$ cat config.mk
export PLATFORM = sky130hd
export DESIGN_NAME = timer_periph
export DESIGN_NICKNAME = d
export VERILOG_FILES = /design/src/rtl/timer_periph.sv
export SDC_FILE = /design/constraint.sdc
export NUM_CORES = 1
export LEC_CHECK = 0
export ABC_AREA = 1
export CELL_PAD_IN_SITES_DETAIL_PLACEMENT = 0
export CELL_PAD_IN_SITES_GLOBAL_PLACEMENT = 2
export CORE_ASPECT_RATIO = 1.5
export CORE_MARGIN = 4
export CORE_UTILIZATION = 26
export CTS_CLUSTER_DIAMETER = 80
export DETAILED_ROUTE_END_ITERATION = 10
export GPL_ROUTABILITY_DRIVEN = 0
export PLACE_DENSITY_LB_ADDON = 0.1
export REMOVE_ABC_BUFFERS = 1
export SKIP_CTS_REPAIR_TIMING = 1
export SYNTH_ARGS = -nofsm -noshare
export SYNTH_HDL_FRONTEND = slang
export SYNTH_SLANG_ARGS = --single-unit
$ cat constraint.sdc
create_clock -name clk -period 2.4 [get_ports clk]
set_input_delay 0.36 -clock clk [delete_from_list [all_inputs] [get_ports clk]]
set_output_delay 0.36 -clock clk [all_outputs]
set_load 0.01 [all_outputs]
$ cat src/rtl/timer_periph.sv
// Memory-mapped timer / LED / 7-segment peripheral with the CPU external interrupt line.
// Define SYSTICK_EN to add a free-running read-only SYSTICK counter at offset 0x18.
module timer_periph #(
   parameter logic [31:0] BASE_ADDR = 32'h40000000,
   parameter int          LED_W     = 8,
   parameter int          DIGI_W    = 12
) (
   input  logic              clk,
   input  logic              reset,
   input  logic              rd,
   input  logic              wr,
   input  logic [31:0]       addr,
   input  logic [31:0]       wdata,
   output logic [31:0]       rdata,
   output logic [LED_W-1:0]  led,
   output logic [DIGI_W-1:0] digi,
   output logic              irqout
);

   localparam logic [5:0] OFF_TH      = 6'h00;
   localparam logic [5:0] OFF_TL      = 6'h01;
   localparam logic [5:0] OFF_TCON    = 6'h02;
   localparam logic [5:0] OFF_LED     = 6'h03;
   localparam logic [5:0] OFF_DIGI    = 6'h05;
   localparam logic [5:0] OFF_SYSTICK = 6'h06;

   // Bus: no handshake. wr commits on the next rising edge, rd returns data
   // combinationally in the same cycle (0 when rd is low or the address misses).
   logic [31:0] th;
   logic [31:0] tl;
   logic [2:0]  tcon;
   logic        sel;
   logic [5:0]  word;
   logic        wr_th, wr_tl, wr_tcon, wr_led, wr_digi;
   logic        overflow;
   logic        unused_addr_lsb;

   assign sel             = (addr[31:8] == BASE_ADDR[31:8]);
   assign word            = addr[7:2];
   assign unused_addr_lsb = ^addr[1:0];

   assign wr_th   = wr & sel & (word == OFF_TH);
   assign wr_tl   = wr & sel & (word == OFF_TL);
   assign wr_tcon = wr & sel & (word == OFF_TCON);
   assign wr_led  = wr & sel & (word == OFF_LED);
   assign wr_digi = wr & sel & (word == OFF_DIGI);

   assign overflow = tcon[0] & (tl == 32'hFFFFFFFF);

   // A bus write replaces the whole register, so a same-cycle timer update is lost.
   always_ff @(posedge clk or posedge reset) begin
      if (reset) begin
         th   <= '0;
         tl   <= '0;
         tcon <= '0;
         led  <= '0;
         digi <= '0;
      end else begin
         if (wr_th) th <= wdata;

         if (wr_tl)        tl <= wdata;
         else if (tcon[0]) tl <= overflow ? th : tl + 32'd1;

         if (wr_tcon)                  tcon    <= wdata[2:0];
         else if (overflow && tcon[1]) tcon[2] <= 1'b1;

         if (wr_led)  led  <= wdata[LED_W-1:0];
         if (wr_digi) digi <= wdata[DIGI_W-1:0];
      end
   end

   assign irqout = tcon[1] & tcon[2];

`ifdef SYSTICK_EN
   logic [31:0] systick;

   always_ff @(posedge clk or posedge reset) begin
      if (reset) systick <= '0;
      else       systick <= systick + 32'd1;
   end
`endif

   always_comb begin
      rdata = '0;
      if (rd && sel) begin
         case (word)
            OFF_TH:      rdata = th;
            OFF_TL:      rdata = tl;
            OFF_TCON:    rdata = {29'd0, tcon};
            OFF_LED:     rdata = {{(32-LED_W){1'b0}}, led};
            OFF_DIGI:    rdata = {{(32-DIGI_W){1'b0}}, digi};
`ifdef SYSTICK_EN
            OFF_SYSTICK: rdata = systick;
`endif
            default:     rdata = '0;
         endcase
      end
   end

endmodule

==> metrics.md <==
| Metric | Value |
|---|---|
| Outcome | `complete, no violations` |
| Flops & latches, synth | `87` |
| Core area | `0.0225 mm2` |
| Wirelength per Cell | `18.6 um` |
| # diodes | `0` |
| Row count | `67` |
| Leak | `4.06 nW` |
| Clock power share | `48.0%` |
| GRT Residual Overflow | `0` |
| # DRC | `0` |
| Maximum vdd drop | `0.000354 V` |
| Worst-case reg-to-reg path depth | `9` |
| Die ar. | `0.0255 mm2` |
| Syn Inst Count | `882` |
| Worst setup path end | `rdata[7]` |
| Synth unique cells | `37` |
| Setup slack, reg-to-reg | `430 ps` |
| Post-synth EDFFs | `0` |
| Crit end category | `output port` |
| Vias in the first global route | `6671` |
| Hold Slack | `442 ps` |
| Crit share post-route | `90.0%` |
| Worst hold path type | `in2async` |
| Sequential area share after synthesis | `36.5%` |
| Total track usage | `18.8%` |
| Antenna Nets Post-Route | `0` |
| Max-slew violations | `0` |
| Post-synth top area cell | `dfrtp_1` |
| Via count | `6359` |
| Post-Route WL | `24.6 mm` |
| Critical path arrival | `1800 ps` |
| Worst r2r src | `tl[18]` |
| Fraction of layout cells with a size suffix above 1 | `16.2%` |
| Initial Util | `26.5%` |
| Placed Cells | `1294` |
| Port bufs | `118` |
| Most instantiated library cell after synthesis | `nand2_1` |
| Clock Skew | `13.4 ps` |
| FILL cells | `2435` |
| Most used DFF post-synth | `dfrtp_1` |
| Flop pwr share | `45.5%` |
| DP Wirelength | `17.7 mm` |
| RSZ-0062 raised after global routing | `false` |
| Via density | `4.82` |
| CTS clk-pin slew, worst paths | `70 ps` |
| Max Fanout on Critical Path | `8` |
| Worst-Skew Late Latency | `350 ps` |
| DRT iter0 DRCs | `265` |
| CTS Buf Count | `9` |
| Dominant cells by area after synthesis | `dfrtp_1, nand2_1, nand3_1, nor2_1, inv_1` |
| # nets final | `1107` |
| 1st-pass router iterations | `5` |
| Max-Cap Viols | `0` |
| TritonCTS clock tree | `built` |
| Worst R2R End | `tl[11]` |
| Number of hold violations in the final report | `0` |
| Area share of the largest cell type after synthesis | `36.5%` |
| PwrDens | `382 mW/mm2` |
| CTS max path bufs | `2` |
| Clock sink count | `87` |
| Die Y | `194 um` |
| Ports | `121` |
| Largest net degree at the start of global routing | `88` |
| Crit path kind | `in2out` |
| First-pass GRT wire length | `38.0 mm` |
| Netlist Area Pre-Place | `0.00596 mm2` |
| Synth warnings | `0` |
| Switch Pwr | `0.808 mW` |
| Commonest cells post-synth | `nand2_1, nand3_1, nor2_1` |
| Relative slew margins | `28.3%` |
| CP Launch Type | `input pin` |
| Sw frac | `25.1%` |
| Max Fclk | `463 MHz` |
| Total chip power | `3.22 mW` |
| Slew at the pin closest to its max-slew limit | `1070 ps` |
| Root Buffer | `clkbuf_16` |
| Initial antenna violation count | `0` |
| Die width | `132 um` |
| H-tree Lvls | `3` |
| Comb power frac | `6.5%` |
| Int Power | `2.41 mW` |
| Mean Syn Cell Area | `6.76 um2` |
| Endpoints failing setup | `0` |
| Fin cells | `1319` |
| Final min period | `2160 ps` |
| Setup crit start | `addr[28]` |
| P&R area growth vs syn | `41.3%` |
| Async set or reset register ratio after synthesis | `100%` |
| Crit path required time | `2040 ps` |
## metal layers
| layer | global-route usage [%] | vias up | routed length (um) |
|---|---|---|---|
| met4 | 4.52 | 0 | 585 |
| met3 | 2.34 | 26 | 531 |
| met1 | 22.3 | 3046 | 10000 |
| met5 | 0 | - | 0 |
| li1 | - | 3196 | - |
| met2 | 35.6 | 91 | 13400 |
## placed cells by master, fill, tap and decap left out, drive strengths merged, types with 27 or more instances in the layout
cell	Yosys	routed
inv	84	88
dfrtp	87	87
nand3	114	114
buf	24	79
nand2	297	297
nand4	27	27
dlymetal6s2s	0	38
a22oi	28	28
nor2	111	111
clkdlybuf4s50	0	56
o21ai	45	45
## stage by stage
| step | area (um2) | setup WS, ps | util [%] | TNS (ps) |
|---|---|---|---|---|
| floorplan | 5760 | -210 | - | -21920 |
| finish | 8430 | 239 | 37.5 | 0 |
| CTS | 8210 | -456 | 36.6 | -12320 |
| detailed placement | 7900 | -453 | 35.2 | -12340 |
| global route | 8430 | 69.9 | 37.5 | 0 |
| global placement | 7900 | -453 | 35.2 | -12530 |
## cell type report
cell class	instances	area, um2	area share [%]
clock buffers	9	225	2.67
clock inverters	7	86.3	1.02
inverters	86	324	3.85
multi-input cells	670	3370	39.9
flip-flops and latches	87	2180	25.8
well taps	276	345	4.10
repair buffers	184	1900	22.6
## kinds of logic (layout without fill, tap and decap cells)
logic type                 after synthesis  in the layout  share of synthesized area [%]
and+or+nand+nor                        565            565                           43.0
buffers and inverters                  125            286                           8.85
DFF                                     87             87                           36.5
AOI/OAI and AO/OA                       94             94                           9.94
adders and majority gates                1              1                          0.210
xor gates and xnor gates                10             10                           1.47
## worst max-delay path: stages
cell	delay (ps)
dlymetal6s2s_1	130
nor2_1	110
nand2_1	70
nor2_2	140
nand2_2	80
nor2_4	110
o211ai_1	160
buf_4	200
buf_12	150
a31oi_1	140
buf_2	150
## power by group through the flow
stage | clock (mW) | sequential, mW | combinational, mW
CTS | 1.59 | 1.46 | 0.220
finish | 1.55 | 1.46 | 0.208
floorplan | 0 | 1.49 | 0.0491
global route | 1.64 | 1.46 | 0.230
global placement | 0 | 1.49 | 0.219
detailed placement | 0 | 1.49 | 0.219
## worst min path at each step
| stage | from | slack (ps) | endpoint | depth (start not counted) |
|---|---|---|---|---|
| 2_1_floorplan | th[17] | 460 | th[17] | 2 |
| 3_3_place_gp | th[16] | 490 | th[16] | 2 |
| 3_5_place_dp | th[14] | 490 | th[14] | 2 |
| 4_1_cts | reset | 490 | th[18] | 3 |
| 5_1_grt | reset | 510 | led[2] | 3 |
| 6_report | reset | 440 | led[2] | 3 |
## flip-flops by register name, summed over array words and instances (netlist names)
signal and cells:
th 32, tcon 3, digi 12, led 8
tl 32
Power figures use the tool's default switching activity.
